**src/rtl/redun_mont_pkg.sv**
```systemverilog
// Shared types and constants for the redundant Montgomery squaring sequencer:
// FSM state encoding, one-hot multiplier mode codes and operand-mux selects.
package redun_mont_pkg;

    typedef enum logic [2:0] {
        ST_IDLE = 3'd0,
        ST_SQ   = 3'd1,
        ST_LO   = 3'd2,
        ST_HI   = 3'd3,
        ST_DONE = 3'd4
    } state_t;

    localparam logic [2:0] CTL_NONE   = 3'b000;
    localparam logic [2:0] CTL_SQ     = 3'b001;
    localparam logic [2:0] CTL_MUL_LO = 3'b010;
    localparam logic [2:0] CTL_MUL_HI = 3'b100;

    typedef enum logic [1:0] {
        SEL_A_X    = 2'd0,
        SEL_A_T_LO = 2'd1,
        SEL_A_Q    = 2'd2
    } sel_a_t;

    typedef enum logic [1:0] {
        SEL_B_X       = 2'd0,
        SEL_B_M_PRIME = 2'd1,
        SEL_B_N       = 2'd2
    } sel_b_t;

    // Dwell counter width; covers the full MUL_LAT range 1..7.
    localparam int TIMER_W = 3;

    function automatic logic is_op_state(state_t s);
        return (s == ST_SQ) || (s == ST_LO) || (s == ST_HI);
    endfunction

endpackage

```
**src/rtl/mul_op_timer.sv**
```systemverilog
// Dwell timer for one multiplier operation. Cleared while i_clear is high,
// so the first dwell cycle of an operation always sees count 0; o_last
// flags the cycle where the multiplier output is valid (count == MUL_LAT).
import redun_mont_pkg::*;

module mul_op_timer #(
    parameter int MUL_LAT = 1
) (
    input  logic i_clk,
    input  logic i_rst_n,
    input  logic i_clear,
    output logic o_last
);

    logic [TIMER_W-1:0] cnt;

    assign o_last = (cnt == TIMER_W'(MUL_LAT));

    // Count up through the dwell, park on the last cycle, restart on clear.
    always_ff @(posedge i_clk or negedge i_rst_n) begin
        if (!i_rst_n) begin
            cnt <= '0;
        end else if (i_clear) begin
            cnt <= '0;
        end else if (!o_last) begin
            cnt <= cnt + TIMER_W'(1);
        end
    end

endmodule

```
**src/rtl/redun_mont_sq_sequencer.sv**
```systemverilog
// Sequencer for repeated Montgomery squarings: per iteration it issues
// square (X*X -> T), multiply-low (T_lo*M' -> Q) and multiply-high
// (Q*N + T_hi -> X), each held for MUL_LAT+1 cycles with a capture strobe on
// the last one. Optional cycle counter: define REDUN_MONT_SEQ_PERF_CNT_EN.
// Valid/ready style: i_start is a request accepted only in IDLE (with no
// abort in the same cycle); o_done is a single-cycle completion pulse.
import redun_mont_pkg::*;

module redun_mont_sq_sequencer #(
    parameter int ITER_W  = 32,
    parameter int MUL_LAT = 1,
    parameter int CNT_W   = 48
) (
    input  logic              i_clk,
    input  logic              i_rst_n,
    input  logic              i_start,
    input  logic [ITER_W-1:0] i_iter,
    input  logic              i_abort,
    output logic [2:0]        o_mul_ctl,
    output logic [1:0]        o_sel_a,
    output logic [1:0]        o_sel_b,
    output logic              o_add_en,
    output logic              o_cap_t,
    output logic              o_cap_q,
    output logic              o_cap_x,
    output logic              o_busy,
    output logic              o_done,
    output logic [ITER_W-1:0] o_iter_cnt,
`ifdef REDUN_MONT_SEQ_PERF_CNT_EN
    output logic [CNT_W-1:0]  o_cycle_cnt,
`endif
    output logic [2:0]        o_dbg_state
);

    if (MUL_LAT < 1 || MUL_LAT > 7 || CNT_W < 1 || ITER_W < 1) begin : g_bad_param
        $error("redun_mont_sq_sequencer: parameter out of range");
    end

    state_t            state;
    sel_a_t            sel_a;
    sel_b_t            sel_b;
    logic [ITER_W-1:0] target;
    logic [ITER_W-1:0] iter_next;
    logic              op_last;
    logic              timer_clear;
    logic              start_ok;

    assign start_ok    = (state == ST_IDLE) && i_start && !i_abort;
    assign iter_next   = o_iter_cnt + ITER_W'(1);
    assign timer_clear = !is_op_state(state) || op_last;

    assign o_sel_a     = sel_a;
    assign o_sel_b     = sel_b;
    assign o_dbg_state = state;

    // Strobes come straight from state and timer so one still fires in the
    // cycle an abort is seen, even though the state will not advance.
    assign o_cap_t = (state == ST_SQ) && op_last;
    assign o_cap_q = (state == ST_LO) && op_last;
    assign o_cap_x = (state == ST_HI) && op_last;

    mul_op_timer #(
        .MUL_LAT (MUL_LAT)
    ) u_timer (
        .i_clk   (i_clk),
        .i_rst_n (i_rst_n),
        .i_clear (timer_clear),
        .o_last  (op_last)
    );

    // Control FSM; mode/select/busy/done outputs are registered alongside
    // the state so they are stable for the whole dwell.
    always_ff @(posedge i_clk or negedge i_rst_n) begin
        if (!i_rst_n) begin
            state      <= ST_IDLE;
            o_mul_ctl  <= CTL_NONE;
            sel_a      <= SEL_A_X;
            sel_b      <= SEL_B_X;
            o_add_en   <= 1'b0;
            o_busy     <= 1'b0;
            o_done     <= 1'b0;
            o_iter_cnt <= '0;
            target     <= '0;
        end else begin
            o_done <= 1'b0;
            case (state)
                ST_IDLE: begin
                    if (start_ok) begin
                        target     <= i_iter;
                        o_iter_cnt <= '0;
                        if (i_iter == '0) begin
                            state  <= ST_DONE;
                            o_done <= 1'b1;
                        end else begin
                            state     <= ST_SQ;
                            o_mul_ctl <= CTL_SQ;
                            sel_a     <= SEL_A_X;
                            sel_b     <= SEL_B_X;
                            o_add_en  <= 1'b0;
                            o_busy    <= 1'b1;
                        end
                    end
                end
                ST_SQ, ST_LO, ST_HI: begin
                    if (i_abort) begin
                        state     <= ST_IDLE;
                        o_mul_ctl <= CTL_NONE;
                        sel_a     <= SEL_A_X;
                        sel_b     <= SEL_B_X;
                        o_add_en  <= 1'b0;
                        o_busy    <= 1'b0;
                    end else if (op_last) begin
                        if (state == ST_SQ) begin
                            state     <= ST_LO;
                            o_mul_ctl <= CTL_MUL_LO;
                            sel_a     <= SEL_A_T_LO;
                            sel_b     <= SEL_B_M_PRIME;
                            o_add_en  <= 1'b0;
                        end else if (state == ST_LO) begin
                            state     <= ST_HI;
                            o_mul_ctl <= CTL_MUL_HI;
                            sel_a     <= SEL_A_Q;
                            sel_b     <= SEL_B_N;
                            o_add_en  <= 1'b1;
                        end else begin
                            o_iter_cnt <= iter_next;
                            if (iter_next == target) begin
                                state     <= ST_DONE;
                                o_mul_ctl <= CTL_NONE;
                                sel_a     <= SEL_A_X;
                                sel_b     <= SEL_B_X;
                                o_add_en  <= 1'b0;
                                o_busy    <= 1'b0;
                                o_done    <= 1'b1;
                            end else begin
                                state     <= ST_SQ;
                                o_mul_ctl <= CTL_SQ;
                                sel_a     <= SEL_A_X;
                                sel_b     <= SEL_B_X;
                                o_add_en  <= 1'b0;
                            end
                        end
                    end
                end
                ST_DONE: begin
                    state <= ST_IDLE;
                end
                default: begin
                    state <= ST_IDLE;
                end
            endcase
        end
    end

`ifdef REDUN_MONT_SEQ_PERF_CNT_EN
    // Busy-cycle counter: cleared on accepted start, saturates at all-ones.
    always_ff @(posedge i_clk or negedge i_rst_n) begin
        if (!i_rst_n) begin
            o_cycle_cnt <= '0;
        end else if (start_ok) begin
            o_cycle_cnt <= '0;
        end else if (o_busy && (o_cycle_cnt != '1)) begin
            o_cycle_cnt <= o_cycle_cnt + CNT_W'(1);
        end
    end
`endif

endmodule

```
**config.mk**
```make
export PLATFORM = sky130hd
export DESIGN_NAME = redun_mont_sq_sequencer
export DESIGN_NICKNAME = d
export VERILOG_FILES = /design/src/rtl/redun_mont_pkg.sv /design/src/rtl/mul_op_timer.sv /design/src/rtl/redun_mont_sq_sequencer.sv
export SDC_FILE = /design/constraint.sdc
export NUM_CORES = 1
export LEC_CHECK = 0
export BUFFER_PORTS_ARGS = -buffer_cell sky130_fd_sc_hd__buf_4
export CORE_ASPECT_RATIO = 1.75
export CORE_MARGIN = 2
export CORE_UTILIZATION = 48
export DETAILED_ROUTE_END_ITERATION = 10
export PLACE_DENSITY = 0.74
export SLEW_MARGIN = 0
export SYNTH_ARGS = -nofsm -noshare
export SYNTH_HDL_FRONTEND = slang
export SYNTH_SLANG_ARGS = --single-unit
```
**constraint.sdc**
```tcl
create_clock -name i_clk -period 2.6 [get_ports i_clk]
set_clock_uncertainty 0.1 [all_clocks]
set_input_delay 0.65 -clock i_clk [delete_from_list [all_inputs] [get_ports i_clk]]
set_output_delay 0.65 -clock i_clk [all_outputs]
set_load 0.02 [all_outputs]
```
==> Word level (Yosys, flattened, before mapping) <==
Cells that the tools add are included.
W data, S select, Z words.
{ "word_totals": {"elab_cells": 100, "reg_bits": 78} }
{ "op_classes": {"n_reduce_logical": 19, "eq_ne": 16, "addsub": 2, "mux": 54} }
{ "ops": {"columns": ["operator", "n"], "rows": [
  ["$mux W32", 5],
  ["$pmux W32 S2", 1],
  ["$mux W3", 15],
  ["$add A32 B1 Y32 const B", 1],
  ["$eq A32 B32 Y1", 1],
  ["$logic_not A32 Y1", 1],
  ["$mux W1", 21],
  ["$mux W2", 6],
  ["$ne A2 B2 Y1 const B", 6],
  ["$ne A3 B3 Y1 const B", 4],
  ["$pmux W3 S2", 2],
  ["$reduce_and A7 Y1", 1],
  ["$eq A3 B1 Y1 const B", 2],
  ["$eq A3 B2 Y1 const B", 2],
  ["$pmux W1 S2", 3],
  ["$reduce_and A6 Y1", 1],
  ["$logic_and A1 B1 Y1", 5],
  ["$pmux W2 S2", 1],
  ["$reduce_and A2 Y1", 2],
  ["$reduce_and A4 Y1", 1],
  ["$add A3 B1 Y3 const B", 1],
  ["$logic_not A3 Y1", 1],
  ["$logic_or A1 B1 Y1", 3],
  ["$reduce_or A3 Y1", 1],
  ["other kinds (3)", 4]
]} }

==> Depth between registers and ports, before layout <==
{ "depth": {"depth_word": 8, "depth_mapped": 9} }

==> Hierarchy <==
A second synthesis with hierarchy kept.
{ "unflattened": {"cells_unflattened": 500, "area_unflattened_um2": 4773.3} }
{ "by_module_without_submodules": {"columns": ["mod", "cells_per_inst", "seq_area_each_um2", "area_per_inst_um2", "n_inst"], "rows": [
  ["redun_mont_sq_sequencer", 485, 1801.7, 4600.7, 1],
  ["mul_op_timer", 15, 75.1, 172.7, 1]
]} }

==> Least setup slack after synthesis <==
Ideal clock, no wire load.
{ "synth_timing": {"path_kind": "register to register", "startpoint": "register o_iter_cnt[3]", "endpoint": "register o_busy", "t_arrival_ps": 2595, "slack_ps": -226, "t_required_ps": 2368, "n_path_buf": 1, "stages_incl_launch_ff": 9, "period_less_slack_ps": 2826, "cell_sequence": "dfrtp_1 -> buf_4 -> nand4_2 -> or4_4 -> or4_4 -> a211oi_2 -> nand4_1 -> nor4_4 -> o21ai_1"} }
{ "synth_between": {"elab_chain_cells": 4} }
{ "synth_lines": {"columns": ["element", "line", "source"], "rows": [
  ["start, declared", "redun_mont_sq_sequencer.sv:28", "output logic [ITER_W-1:0] o_iter_cnt,"],
  ["start signal, assigned", "redun_mont_sq_sequencer.sv:126", "o_iter_cnt <= iter_next;"],
  ["$add A32 B1 Y32", "redun_mont_sq_sequencer.sv:49", "assign iter_next = o_iter_cnt + ITER_W'(1);"],
  ["$eq A32 B32 Y1", "redun_mont_sq_sequencer.sv:127", "if (iter_next == target) begin"],
  ["$ne A3 B3 Y1 (no line)", null, null],
  ["$reduce_and A7 Y1 (no line)", null, null],
  ["end signal, assigned", "redun_mont_sq_sequencer.sv:80", "o_busy <= 1'b0;"],
  ["end signal, assigned", "redun_mont_sq_sequencer.sv:111", "o_busy <= 1'b0;"],
  ["end signal, assigned", "redun_mont_sq_sequencer.sv:133", "o_busy <= 1'b0;"],
  ["end, declared", "redun_mont_sq_sequencer.sv:26", "output logic o_busy,"]
]} }
No other way between the ends.
A chain may end at the register's enable or synchronous reset.

==> Worst setup path in the final report <==
{ "layout_timing": {"startpoint": "register o_iter_cnt[10]", "endpoint": "register state[2] (netlist: o_dbg_state[2])"} }
{ "layout_between": {"elab_chain_cells": 8} }
{ "layout_lines": {"columns": ["element", "line", "source"], "rows": [
  ["$add A32 B1 Y32", "redun_mont_sq_sequencer.sv:49", null],
  ["$eq A32 B32 Y1", "redun_mont_sq_sequencer.sv:127", null],
  ["$mux W3", "redun_mont_sq_sequencer.sv:127", null],
  ["$mux W3", "redun_mont_sq_sequencer.sv:119", "end else if (state == ST_LO) begin"],
  ["$mux W3", "redun_mont_sq_sequencer.sv:113", "if (state == ST_SQ) begin"],
  ["$mux W3", "redun_mont_sq_sequencer.sv:112", "end else if (op_last) begin"],
  ["$mux W3", "redun_mont_sq_sequencer.sv:105", "if (i_abort) begin"],
  ["$pmux W3 S2", "redun_mont_sq_sequencer.sv:86", "case (state)"],
  ["end signal, assigned", "redun_mont_sq_sequencer.sv:92", "state <= ST_DONE;"],
  ["end signal, assigned", "redun_mont_sq_sequencer.sv:106", "state <= ST_IDLE;"],
  ["end signal, assigned", "redun_mont_sq_sequencer.sv:114", "state <= ST_LO;"],
  ["end, declared", "redun_mont_sq_sequencer.sv:39", "state_t state;"]
]} }
No other way between the ends. The select of a mux whose other input is x is not followed.

==> results.toml <==
[yosys]
avgSynthCellArea_um2 = 9.34
ys_seq_area_share_pct = 41.0
ys_types = 51
synth_top_flop_cell = "dfrtp_1"
synth-compound-area-share_pct = 14.9
ys_warn_count = 0
muxShareOfSynthArea_pct = 9.95
synth_xor_area_share_pct = 8.23
synth_edf_count = 0
syn_nets = 529
synth_seq_cells = 75
synthSimpleGateAreaFrac_pct = 21.5
synthArstFlopShare_pct = 100
netlist_instances = 490
synthAdderAreaFrac_pct = 0.820
synth_area_um2 = 4580
synth_top_family_by_area = "simple AND/OR/NAND/NOR gates"

[die]
initial_core_util_pct = 49.0
dieArea_um2 = 10400
die_h_um = 133
die_x_um = 77.8
core-area_um2 = 9350
ios = 84
rows = 47

[route]
dr.pass1.iters = 5
wire_per_inst_um = 19.7
routed_wl_um = 14800
drc = 0
drt_iter0_markers = 336
ant_nets = 0
vias_per_cell = 6.06
vias = 4547

[worst_setup_path]
cp.arrival_ns = 2.72
path_max_fanout = 5
required_ns = 2.77
crit_type = "reg -> reg"
startpoint_type = "flop"
worstSetupEndpointType = "flop"

[cts]
cts-buffers-inserted = 9
cts_root_buffer = "clkbuf_16"
cts_tree = "yes"
clk_pin_slew_ns = 0.06
clockBufferDepth = 2
cts-hold-fix-buffers = 0
htree_num_levels = 3
clkSinkCount = 75
clock_latency_ns = 0.33

[hold_path]
hp-class = "in -> async"

[global_routing]
grt_usage_pct = 29.5
overflow = 0
grt_start_max_net_pins = 41
grt_pass1_wl_um = 23900
grt_pass1_vias = 4687
antenna_found_initial = 0

[sta]
slew_headroom_pct = 60.8
final.period_utilization_pct = 98.3
hold_viol = 0
rsz0062_at_grt = "true"
holdWs_ns = 0.198
post-route-min-period_ns = 2.56
maxSlewViolCount = 0
setup_viol = 0
fmax_mhz = 391
timing_worst_slew_pin_value_ns = 0.588

[placed_design]
io_buffers = 83
dp_cells = 727
gp_congestion = 0.960
post_dp_cell_area_um2 = 5710
hpwl_um = 11000

[final_layout]
layout.nets = 662
drive_above_1_share_pct = 38.9
final_cell_area_um2 = 6210
fillerInstances = 774
n_antenna_cell = 0
instances_no_fill = 750
area_delta_synth_final_pct = 35.6
final_util_pct = 66.4

[run_status]
status = "complete, no violations"

[job]
cap_violations = 0

[pwr]
p_total_w = 0.00551
ir_drop_mv = 0.632
power.leakage_nw = 2.74
power_density_nw_per_um2 = 888
-- where the power goes --
| part | internal (W) | switching (W) |
|---|---|---|
| clock network | 0.000891 | 0.000481 |
| logic | 0.00109 | 0.00117 |
| registers | 0.00152 | 0.000356 |
| total | 0.00350 | 0.00201 |
-- cell usage after synthesis (2+ instances only) --
| master | instances | share of area, % |
|---|---|---|
| nor3_1 | 13 | 1.4 |
| or4_1 | 4 | 0.66 |
| clkbuf_1 | 22 | 1.8 |
| nor4_1 | 15 | 2.0 |
| nand2_1 | 38 | 3.1 |
| nor2b_1 | 2 | 0.27 |
| mux2i_1 | 5 | 1.1 |
| o41ai_1 | 7 | 1.3 |
| or3_1 | 2 | 0.27 |
| and2_1 | 8 | 1.1 |
| nor2_1 | 34 | 2.8 |
| o21ai_0 | 46 | 5.0 |
| buf_2 | 2 | 0.22 |
| a211oi_1 | 4 | 0.66 |
| nand2b_1 | 6 | 0.82 |
| or4_4 | 2 | 0.49 |
| a31oi_1 | 7 | 0.96 |
| o2111ai_1 | 3 | 0.57 |
| mux2_2 | 36 | 8.9 |
| a21o_1 | 2 | 0.33 |
| xor2_1 | 15 | 2.9 |
| o31ai_1 | 9 | 1.5 |
| buf_4 | 7 | 1.1 |
| nand4_1 | 18 | 2.5 |
| and4_1 | 5 | 0.96 |
| nand3_1 | 13 | 1.4 |
| or2_2 | 2 | 0.27 |
| dfrtp_1 | 75 | 41 |
| o21ai_1 | 3 | 0.33 |
| o21a_1 | 3 | 0.49 |
| inv_1 | 4 | 0.33 |
| and3_1 | 11 | 1.5 |
| o22ai_1 | 2 | 0.27 |
| xnor2_1 | 28 | 5.4 |
| ha_1 | 3 | 0.82 |
| a21oi_1 | 19 | 2.1 |
-- critical path, cell delays in order (launching register included) --
cell	delay, ns
dfrtp_2	0.39
nand4_1	0.24
buf_4	0.24
nor4_1	0.21
buf_4	0.19
nand3_1	0.16
xnor2_2	0.22
o2111ai_1	0.24
nor4_4	0.32
a21o_1	0.17
-- timing repair --
action | 4_1_cts | 5_1_grt
endpoints found under the hold margin | 0 | 0
gates cloned | 0 | 0
buffers inserted | 4 | 3
gates resized for setup | 4 | 16
setup endpoints to repair | 5 | 5
pin swaps | 5 | 8
-- state kept, by name (all words and copies together), names as in the netlist --
| register | count |
|---|---|
| o_dbg_state | 3 |
| o_iter_cnt | 32 |
| target | 32 |
| o_done | 1 |
| u_timer.cnt | 3 |
| o_busy | 1 |
| o_mul_ctl | 3 |
-- routing by layer --
| metal | wire length [um] | track usage [%] |
|---|---|---|
| met5 | 0 | 0 |
| met4 | 841 | 17.8 |
| met3 | 640 | 4.00 |
| met2 | 7800 | 51.5 |
| met1 | 5520 | 33.7 |
-- area by class of cell --
type                       count  area [um2]  share of cell area [%]
tap                          122         153                    2.46
clock inverter                 4        72.6                    1.17
multi-input combinational    379        2660                    42.9
inverter                       4        15.0                   0.242
timing repair buffer         154        1160                    18.6
sequential                    75        1890                    30.5
clock buffer                  12         256                    4.13
-- stage by stage --
step	TNS, ns	worst slack, ns
after floorplan	-0.183	-0.0371
after global placement	-0.159	-0.0326
after detailed placement	-0.748	-0.154
after CTS	0	0.00653
after global routing	-0.257	-0.0659
final	0	0.0437
-- cells in the final DEF (no fill, tap or decap), types with 4 or more instances in the layout --
cell type and count:
a211oi_1 4, a21oi_1 19, a31oi_1 7, and2_1 8, and3_1 10, and4_1 5
buf_4 154, clkbuf_16 9, dfrtp_1 63, dfrtp_2 12, inv_1 4, mux2_2 36
mux2i_1 4, nand2_1 38, nand2b_1 6, nand3_1 11, nand4_1 18, nor2_1 34
nor3_1 12, nor4_1 11, o21ai_0 46, o31ai_1 8, o41ai_1 7, xnor2_1 26
xor2_1 15
-- cell families after synthesis --
| kind of cell | count (synthesis) |
|---|---|
| AOI/OAI and AO/OA | 112 |
| xor gates and xnor gates | 43 |
| adders and majority gates | 3 |
| buffers and inverters | 36 |
| DFF | 75 |
| muxes | 41 |
| and+or+nand+nor | 180 |
-- worst paths after layout --
check,startpoint,end,slack (ns),depth (start not counted)
max,o_iter_cnt[10],o_dbg_state[2],0.04,9
max reg2reg,o_iter_cnt[10],o_dbg_state[2],0.04,9
min in group i_clk,u_timer.cnt[0],u_timer.cnt[0],0.38,1
max in group asynchronous,i_rst_n,target[4],1.61,2
min reg2reg,u_timer.cnt[0],u_timer.cnt[0],0.38,1
min,i_rst_n,o_iter_cnt[25],0.20,1
(Power assumes the default switching activity.)
